<file path="src/rtl/reset_sync_pkg.sv">
`timescale 1ns/1ps
// reset_sync_pkg: shared limits and types for the reset synchronizer.
// Ports: none (package).
// Exports MIN/MAX stage limits, hold-counter type and a saturating increment.
package reset_sync_pkg;

  localparam int MIN_STAGES = 2;
  localparam int MAX_STAGES = 8;
  localparam int MAX_HOLD   = 255;

  typedef logic [7:0] hold_cnt_t;

  // Increment that stops at lim instead of wrapping.
  function automatic hold_cnt_t sat_inc(input hold_cnt_t cnt, input hold_cnt_t lim);
    return (cnt == lim) ? cnt : cnt + hold_cnt_t'(1);
  endfunction

endpackage

</file>
<file path="src/rtl/reset_sync_cell.sv">
`timescale 1ns/1ps
// sync_cell: one asynchronously cleared D flop used as a synchronizer stage.
// Ports: clk (clock), rst_n (async active-low clear), d_i (data in), q_o (flop out).
// Kept as its own module so each stage has a stable instance name for placement/SDF.
module sync_cell (
  input  logic clk,
  input  logic rst_n,
  input  logic d_i,
  output logic q_o
);

  logic q_q;

  always_ff @(posedge clk or negedge rst_n) begin
    if (!rst_n) begin
      q_q <= 1'b0;
    end else begin
      q_q <= d_i;
    end
  end

  assign q_o = q_q;

endmodule

</file>
<file path="src/rtl/reset_sync.sv">
`timescale 1ns/1ps
// reset_sync: async-assert / sync-deassert reset synchronizer with optional hold-off.
// Ports: clk (domain clock), rst_n (async active-low reset in),
//        valid (1 = domain out of reset, registered, 0 immediately on rst_n low).
module reset_sync
  import reset_sync_pkg::*;
#(
  parameter int STAGES      = 2,
  parameter int HOLD_CYCLES = 0
) (
  input  logic clk,
  input  logic rst_n,
  output logic valid
);

  // Parameter legality, checked at elaboration.
  if (STAGES < MIN_STAGES || STAGES > MAX_STAGES) begin : g_bad_stages
    $fatal(1, "reset_sync: STAGES=%0d outside %0d..%0d", STAGES, MIN_STAGES, MAX_STAGES);
  end
  if (HOLD_CYCLES < 0 || HOLD_CYCLES > MAX_HOLD) begin : g_bad_hold
    $fatal(1, "reset_sync: HOLD_CYCLES=%0d outside 0..%0d", HOLD_CYCLES, MAX_HOLD);
  end

  localparam hold_cnt_t HOLD = hold_cnt_t'(HOLD_CYCLES);

  logic [STAGES-1:0] chain_q;
  logic [STAGES-1:0] chain_d;
  logic              released_q;
  logic              released_d;
  hold_cnt_t         cnt_q;
  hold_cnt_t         cnt_d;
  logic              valid_q;
  logic              valid_d;

  // A constant 1 enters stage 0; every other stage copies its predecessor.
  assign chain_d = {chain_q[STAGES-2:0], 1'b1};

  for (genvar i = 0; i < STAGES; i++) begin : g_chain
    sync_cell u_cell (
      .clk   (clk),
      .rst_n (rst_n),
      .d_i   (chain_d[i]),
      .q_o   (chain_q[i])
    );
  end

  assign released_q = chain_q[STAGES-1];
  // Value the last stage will hold after this edge; lets valid be registered
  // without adding a cycle of latency beyond the chain itself.
  assign released_d = chain_d[STAGES-1];

  always_comb begin
    cnt_d   = cnt_q;
    valid_d = 1'b0;
    if (released_q) begin
      cnt_d = sat_inc(cnt_q, HOLD);
    end
    valid_d = released_d && (cnt_d == HOLD);
  end

  always_ff @(posedge clk or negedge rst_n) begin
    if (!rst_n) begin
      cnt_q   <= '0;
      valid_q <= 1'b0;
    end else begin
      cnt_q   <= cnt_d;
      valid_q <= valid_d;
    end
  end

  assign valid = valid_q;

endmodule

</file>
<file path="config.mk">
export PLATFORM = sky130hd
export DESIGN_NAME = reset_sync
export DESIGN_NICKNAME = d
export VERILOG_FILES = /design/src/rtl/reset_sync_pkg.sv /design/src/rtl/reset_sync_cell.sv /design/src/rtl/reset_sync.sv
export SDC_FILE = /design/constraint.sdc
export NUM_CORES = 1
export LEC_CHECK = 0
export CAP_MARGIN = 5
export CORE_AREA = 2 2 45 47
export CTS_BUF_LIST = sky130_fd_sc_hd__clkbuf_16
export CTS_CLUSTER_SIZE = 28
export DETAILED_ROUTE_END_ITERATION = 8
export DIE_AREA = 0 0 47 49
export SYNTH_ARGS = -nofsm -noshare
export SYNTH_HDL_FRONTEND = slang
export SYNTH_SLANG_ARGS = --single-unit
</file>
<file path="constraint.sdc">
create_clock -name clk -period 2.04 [get_ports clk]
set_input_delay 0.408 -clock clk [delete_from_list [all_inputs] [get_ports clk]]
set_output_delay 0.408 -clock clk [all_outputs]
set_load 0.02 [all_outputs]
</file>
# [Yosys cells after proc, flatten, opt, wreduce, memory -nomap -nowiden]
# Index checks and enable logic that the tools add are counted.
[classes] n_addsub=1 mux=2 reduce_logical=3
[ops] op="$logic_not 8->1" n=2
[ops] op="$mux 8" n=2
[ops] op="$add 8x1->8 const B" n=1
[ops] op="$logic_and 1x1->1" n=1
[totals] output_inout_bits=1 in_bits=2 regBits=11 elab_cells=10

# [Depth between registers and ports, before layout]
# Gate-level depths: netlist of run 1.
[logic_depth] depth_word=5 depth_mapped=5

# [Cells and area by module]
# A second synthesis of run 1 with hierarchy kept.
[hier_totals] cells_unflattened=54 area_unflattened_um2=591.8
[by_module_without_submodules] mod="reset_sync" area_each_um2=541.8 cells_per_inst=52 instances=1 seq_area_each_um2=225.2
[by_module_without_submodules] mod="sync_cell" area_each_um2=25.0 cells_per_inst=1 instances=2 seq_area_each_um2=25.0

# [Least setup slack after synthesis of run 1]
# No wires, ideal clock.
[synth_timing] kind="register to register" startpoint="register cnt_q[4]" endpoint="register valid_q, in the netlist valid" t_required_ps=1929 path_slack_ps=399 stages_incl_launch_ff=6 setup_ps=111 arrival_ps=1530 path_cell_list="dfrtp_1 buf_6 nor4_4 a41oi_1 or3_1 a2111oi_2"
[synth_via] elab_chain_len=5
[synth_rtl] item="from (decl)" line="reset_sync.sv:30" source="hold_cnt_t cnt_q;"
[synth_rtl] item="from (signal assigned)" line="reset_sync.sv:66" source="cnt_q <= cnt_d;"
[synth_rtl] item="$add 8x1->8 / $logic_not 8->1 (equally long branches)" line="reset_sync_pkg.sv:15" source="return (cnt == lim) ? cnt : cnt + hold_cnt_t'(1);"
[synth_rtl] item="$mux 8" line="reset_sync_pkg.sv:15"
[synth_rtl] item="$mux 8 *" line="reset_sync.sv:55" source="if (released_q) begin"
[synth_rtl] item="$logic_not 8->1 *" line="reset_sync.sv:58" source="valid_d = released_d && (cnt_d == HOLD);"
[synth_rtl] item="$logic_and 1x1->1 *" line="reset_sync.sv:58"
[synth_rtl] item="via valid_d" line="reset_sync.sv:33" source="logic valid_d;"
[synth_rtl] item="to (signal assigned)" line="reset_sync.sv:67" source="valid_q <= valid_d;"
[synth_rtl] item="to (decl)" line="reset_sync.sv:32" source="logic valid_q;"
# The timed path passes the listed nets; every way through them passes the cells marked *.

# [Worst setup path after layout of run 1]
[layout_timing] startpoint="register cnt_q[0]" endpoint="register valid_q, in the netlist valid"
# The elaborated chain is that of the path after synthesis.

==> impl_metrics.py, run 1 <==
metrics = {
    "clocking": {
        "clock_sinks": 11,
        "cts_buffers": 3,
        "cts_resized": 0,
        "postCtsSetupBuffers": 0,
        "postCtsHoldBufs": 0,
        "clk_latency_ps": 230,
        "cts_tree": "built",
        "h-tree-depth": 1,
        "path_clk_slew_ps": 40,
        "clockBufferDepth": 2,
        "cts_root_buf": "clkbuf_16",
    },
    "grt": {
        "antenna_found_initial": 0,
        "grt_usage_pct": 11.8,
        "grt_first_pass_wirelength_microns": 1970,
        "grt_pass1_vias": 469,
        "grt_overflow": 0,
        "grt_max_degree": 12,
    },
    "final_layout": {
        "antenna_cells": 0,
        "drive_above_1_share_pct": 14.1,
        "syn_to_final_growth_pct": 20.1,
        "fin_nets": 69,
        "fill_cells": 195,
        "seq_area_sq_um": 275,
        "fin_area_sq_um": 741,
        "multiInputGateArea_sq_um": 310,
        "final_cells": 91,
    },
    "floorplanning": {
        "pin_count": 3,
        "initial_core_util_pct": 33.5,
        "die_w_microns": 47,
        "core-area_sq_um": 1840,
        "rows": 16,
        "die_h_microns": 49,
        "design.die.area_sq_um": 2300,
    },
    "synth": {
        "synth_nets": 63,
        "yosysWarnings": 0,
        "seq_area_frac_synth_pct": 44.6,
        "synthesis.area_sq_um": 617,
        "synth_cells": 59,
        "synthArstFlopShare_pct": 100,
        "syn_area_per_cell_sq_um": 10.5,
        "synth-seq-cells": 11,
        "synth.distinct_cells": 30,
        "synth_edf_count": 0,
        "synthFlopType": "dfrtp_1",
    },
    "pwr": {
        "peakVddDrop_v": 0.000485,
        "p_seq_share_pct": 38.5,
        "leakagePower_nw": 0.333,
        "internal_power_mw": 0.485,
        "p_total_mw": 0.588,
        "power_density_nw_per_um2": 793,
        "p_clk_share_pct": 59.1,
        "switching_share_pct": 17.4,
        "p_sw_mw": 0.102,
        "power_frac_comb_pct": 2.5,
    },
    "sta": {
        "final-hold-violation-count": 0,
        "tightest_slew_ps": 510,
        "clock-skew-final_ps": 2.69,
        "setup_viol": 0,
        "finalMaxSlewViolations": 0,
        "period_share_pct": 87.2,
        "layout_min_cycle_time_ps": 1780,
        "max_freq_ghz": 0.562,
        "rsz0062_at_grt": "false",
        "fin_setup_tns_ps": 0,
        "relSlewSlack_pct": 65.9,
    },
    "place": {
        "io_buffers": 2,
        "dpl.hpwl_microns": 799,
        "gp_congestion": 0.832,
        "placed_cells": 87,
        "placed_area_sq_um": 662,
    },
    "detailed_routing": {
        "wl_per_cell_microns": 13.2,
        "dr.max_layer_used": "met4",
        "route.met2.wl_microns": 633,
        "met1_length_microns": 510,
        "vias": 439,
        "post_drt_via_cell_ratio": 4.82,
        "met3_length_microns": 31,
        "antenna_left": 0,
        "drt_wl_total_microns": 1200,
        "drc_errors": 0,
        "dr.pass1.iters": 4,
        "drt_iter0_markers": 10,
    },
    "setup_path": {
        "worst_setup_path_start_kind": "flip-flop",
        "cp_max_fo": 6,
        "critPathKind": "reg -> reg",
        "cp.required_ps": 2170,
        "cp-end-kind": "flip-flop",
        "crit_arrival_ps": 1900,
    },
    "flow_run": {
        "maxCapViolCount": 0,
    },
    "outcome": {
        "status": "complete, no violations",
    },
    "min_path": {
        "hold_path.class": "reg -> reg",
    },
}
==> area by class of cell <==
| class | count | share of cell area [%] |
|---|---|---|
| repair buffers | 3 | 3.72 |
| inverters | 4 | 2.03 |
| flip-flops and latches | 11 | 37.2 |
| clock inverters | 1 | 0.507 |
| multi-input cells | 42 | 41.9 |
| well taps | 27 | 4.56 |
| clock buffers | 3 | 10.1 |
==> layer usage <==
layer	vias up	GRT usage, %
met2	11	18.9
met5	-	0
met1	207	14.4
met4	0	6.02
li1	217	-
met3	4	2.22
==> cell families after synthesis <==
family                     share of synthesized area [%]
other                                              0.608
xor gates and xnor gates                            9.94
buffers and inverters                               5.07
DFF                                                 44.6
adders and majority gates                           4.06
muxes                                               3.65
AOI/OAI and AO/OA                                   10.5
and+or+nand+nor                                     21.5
==> synthesized netlist by cell type (2+ instances only) <==
master	instances	area, sq um
xnor2_1	5	43.8
nand3_1	4	20.0
xor2_1	2	17.5
inv_1	4	15.0
dfrtp_1	11	275
ha_1	2	25.0
nor2_1	4	15.0
nand2_1	5	18.8
==> power by group through the flow <==
stage               combinational (mW)  sequential (mW)  clock, mW
floorplan                      0.00655            0.228          0
global placement                0.0146            0.229          0
detailed placement              0.0148            0.229          0
CTS                             0.0148            0.226      0.355
global route                    0.0160            0.226      0.367
finish                          0.0145            0.226      0.347
==> registers in the layout (all words and copies together) (netlist names) <==
register	count
cnt_q	8
g_chain.u_cell.q_o	2
valid	1
==> per-stage QoR <==
| step | util (%) | hold WS [ps] | worst slack [ps] |
|---|---|---|---|
| 2_1_floorplan | - | 112 | 399 |
| 3_3_place_gp | 35.9 | 368 | 331 |
| 3_5_place_dp | 35.9 | 366 | 317 |
| 4_1_cts | 40.2 | 374 | 264 |
| 5_1_grt | 40.2 | 383 | 143 |
| 6_report | 40.2 | 375 | 261 |
==> layout by cell type, fill, tap and decap left out, drive strengths merged <==
| master | n |
|---|---|
| dfrtp | 11 |
| xnor2 | 5 |
| inv | 5 |
| nand2 | 5 |
| nand3 | 4 |
| nor2 | 4 |
| clkbuf | 3 |
| xor2 | 2 |
| ha | 2 |
| clkdlybuf4s50 | 2 |
| mux2 | 2 |
| and4 | 1 |
| nand4 | 1 |
| nor4 | 1 |
| o21ai | 1 |
| and3 | 1 |
| and2 | 1 |
| nand4b | 1 |
| a21o | 1 |
| a21oi | 1 |
| o2111ai | 1 |
| nor3 | 1 |
| a41oi | 1 |
| or3 | 1 |
| a32oi | 1 |
| nor3b | 1 |
| a31oi | 1 |
| a2111oi | 1 |
| conb | 1 |
| buf | 1 |
==> worst max-delay path, stage by stage, from the launching register on <==
cell	delay [ps]
dfrtp_1	450
ha_1	270
and4_1	310
and2_2	170
o2111ai_1	150
a2111oi_2	320
==> final timing paths <==
kind | from | endpoint | slack (ps) | cells after the start
hold / removal | g_chain[0].u_cell.q_o | g_chain[1].u_cell.q_o | 380 | 0
setup / recovery | cnt_q[0] | valid | 260 | 5
setup reg to reg | cnt_q[0] | valid | 260 | 5
hold reg to reg | g_chain[0].u_cell.q_o | g_chain[1].u_cell.q_o | 380 | 0
max in group asynchronous | rst_n | cnt_q[3] | 1180 | 1
min in group asynchronous | rst_n | cnt_q[6] | 520 | 1
Power figures use the tool's default switching activity.
==> run 2, diff against run 1 <==
SYNTH_HIERARCHICAL = 1   (was not set)
==> run 2 against run 1 <==
Effect of this change: clock-buffer cell count did not move; critical path type unchanged; fmax fell by 11%; clock power rose by 2%.
==> impl_metrics.py, run 2 <==
metrics = {
    "outcome": {
        "status": "complete, no violations",
    },
    "final_layout": {
        "layout_common_cells": "11 x dfrtp_1, 5 x xnor2_1, 4 x nor2_1, 4 x nor3_1",
        "antenna_cells": 0,
        "fin_nets": 66,
        "syn_to_final_growth_pct": 25.8,
        "regMostFlops": "cnt_q",
        "drive_above_1_share_pct": 21.3,
        "final_common_cell": "dfrtp_1",
        "largest_reg_flops": 8,
    },
    "sta": {
        "setup_ws_ps": 44.4,
        "rsz0062_at_grt": "true",
        "max_freq_ghz": 0.501,
        "setup_viol": 0,
        "fin_setup_tns_ps": 0,
        "finalMaxSlewViolations": 0,
        "layout_min_cycle_time_ps": 2000,
        "clock-skew-final_ps": 3.62,
        "relSlewSlack_pct": 66.8,
        "period_share_pct": 97.8,
        "final-hold-violation-count": 0,
        "tightest_slew_ps": 497,
    },
    "detailed_routing": {
        "drt_wl_total_microns": 1050,
        "wl_per_cell_microns": 12.0,
        "dr.pass1.iters": 4,
        "antenna_left": 0,
        "post_drt_via_cell_ratio": 4.42,
        "vias": 389,
        "drt_iter0_markers": 2,
        "drc_errors": 0,
    },
    "synth": {
        "yosysWarnings": 6,
        "synth_nets": 58,
        "synthArstFlopShare_pct": 100,
        "synthTopCellsByCount": "11 x dfrtp_1, 5 x xnor2_1, 4 x inv_1, 4 x nor2_1, 4 x nor3_1",
        "synthesis.area_sq_um": 592,
        "synth-seq-cells": 11,
        "synthDominantCellAreaShare_pct": 46.5,
        "synth.distinct_cells": 24,
        "synth_cells": 54,
        "yosysTopAreaCell": "dfrtp_1",
        "synth.area.top_cells": "dfrtp_1 47%, xnor2_1 7.4%, o41ai_4 4.7%",
        "synth_edf_count": 0,
        "seq_area_frac_synth_pct": 46.5,
        "synth_most_common_cell": "dfrtp_1",
        "syn_area_per_cell_sq_um": 11.0,
        "synthFlopType": "dfrtp_1",
    },
    "clocking": {
        "cts_buffers": 3,
        "cts_root_buf": "clkbuf_16",
        "path_clk_slew_ps": 40,
        "clk_latency_ps": 240,
        "clock_sinks": 11,
        "postCtsHoldBufs": 0,
        "cts_tree": "built",
        "h-tree-depth": 1,
        "clockBufferDepth": 2,
    },
    "grt": {
        "grt_first_pass_wirelength_microns": 1930,
        "antenna_found_initial": 0,
        "grt_max_degree": 12,
        "grt_overflow": 0,
        "grt_pass1_vias": 403,
        "grt_usage_pct": 12.4,
    },
    "setup_path": {
        "cp_max_fo": 5,
        "cp.required_ps": 2170,
        "crit_path_end": "cnt_q[1]",
        "worstRegToRegCells": 5,
        "worst_setup_path_start_kind": "flip-flop",
        "cp-end-kind": "flip-flop",
        "regToRegStartpoint": "cnt_q[1]",
        "crit_arrival_ps": 2120,
        "cp-startpoint": "cnt_q[1]",
        "rrSetupSlack_ps": 40,
        "critPathKind": "reg -> reg",
        "r2r-end": "cnt_q[1]",
    },
    "pwr": {
        "internal_power_mw": 0.484,
        "peakVddDrop_v": 0.000471,
        "p_sw_mw": 0.107,
        "p_seq_share_pct": 38.0,
        "leakagePower_nw": 0.340,
        "power_density_nw_per_um2": 794,
        "power_frac_comb_pct": 1.9,
        "switching_share_pct": 18.1,
        "p_clk_share_pct": 60.1,
    },
    "floorplanning": {
        "design.die.area_sq_um": 2300,
        "die_w_microns": 47,
        "rows": 16,
        "core-area_sq_um": 1840,
        "initial_core_util_pct": 32.1,
        "die_h_microns": 49,
        "pin_count": 3,
    },
    "min_path": {
        "hold_path.class": "reg -> reg",
    },
    "place": {
        "pre_cts_slack_ps": 112,
        "io_buffers": 2,
        "dpl.hpwl_microns": 728,
        "gp_congestion": 0.779,
    },
    "flow_run": {
        "maxCapViolCount": 0,
    },
}
==> run 2: worst min path at each step <==
stage,cells after the start,from,to
finish,0,g_chain[0].u_cell/q_o,g_chain[1].u_cell/q_o
global route,0,g_chain[0].u_cell/q_o,g_chain[1].u_cell/q_o
CTS,0,g_chain[0].u_cell/q_o,g_chain[1].u_cell/q_o
detailed placement,0,g_chain[0].u_cell/q_o,g_chain[1].u_cell/q_o
global placement,0,g_chain[0].u_cell/q_o,g_chain[1].u_cell/q_o
floorplan,0,rst_n,cnt_q[0]
==> run 2: final cells by class <==
class	instances	area, sq um
timing repair buffer	5	42.5
clock inverter	1	3.75
sequential	11	275
clock buffer	3	75.1
inverter	4	15.0
multi-input combinational	37	299
tap	27	33.8
fill	194	1100
==> run 2: critical path: stages (launching register included) <==
cell	delay (ps)
dfrtp_1	410
inv_2	90
ha_4	120
or4b_4	490
o41ai_4	400
mux2_2	370
==> run 2: power by group through the flow <==
stage / Clock (mW) / Sequential (mW) / Combinational [mW]
2_1_floorplan: 0 / 0.228 / 0.00187
3_3_place_gp: 0 / 0.228 / 0.0116
3_5_place_dp: 0 / 0.228 / 0.0116
4_1_cts: 0.365 / 0.224 / 0.0116
5_1_grt: 0.376 / 0.225 / 0.0130
6_report: 0.355 / 0.225 / 0.0114
==> run 2: kinds of logic (layout without fill, tap and decap cells) <==
group	count (synthesis)	in the layout	share of synthesized area (%)
other	1	1	0.634
AO/OA/AOI/OAI	4	4	8.67
multiplexers	2	2	3.59
buffers and inverters	6	13	5.07
adder cells (fa/ha/maj)	2	2	4.23
AND/OR/NAND/NOR	21	21	20.9
flip-flops	11	11	46.5
XOR/XNOR	7	7	10.4
==> run 2: stage by stage <==
step / util, % / cells / total power, mW / cell area [sq um] / hold WS [ps]
3_3_place_gp: 35.1 / 83 / 0.239 / 646 / 381
2_1_floorplan: - / 54 / 0.230 / 592 / 112
4_1_cts: 39.3 / 87 / 0.601 / 724 / 394
3_5_place_dp: 35.1 / 83 / 0.239 / 646 / 376
6_report: 40.4 / 88 / 0.591 / 744 / 392
5_1_grt: 40.4 / 88 / 0.614 / 744 / 412
==> run 2: what timing repair did <==
item,in CTS,in global routing
resized for setup,0,4
setup buffers,0,1
endpoints found under the setup margin,0,1
endpoints found under the hold margin,0,0
==> run 2: metal layers <==
metal  track usage, %  share of wire (%)  wire length [microns]
met1             15.3                 44                    464
met2             18.0                 50                    530
met3             4.44                2.5                     26
met4             6.94                2.9                     31
met5                0                  0                      0
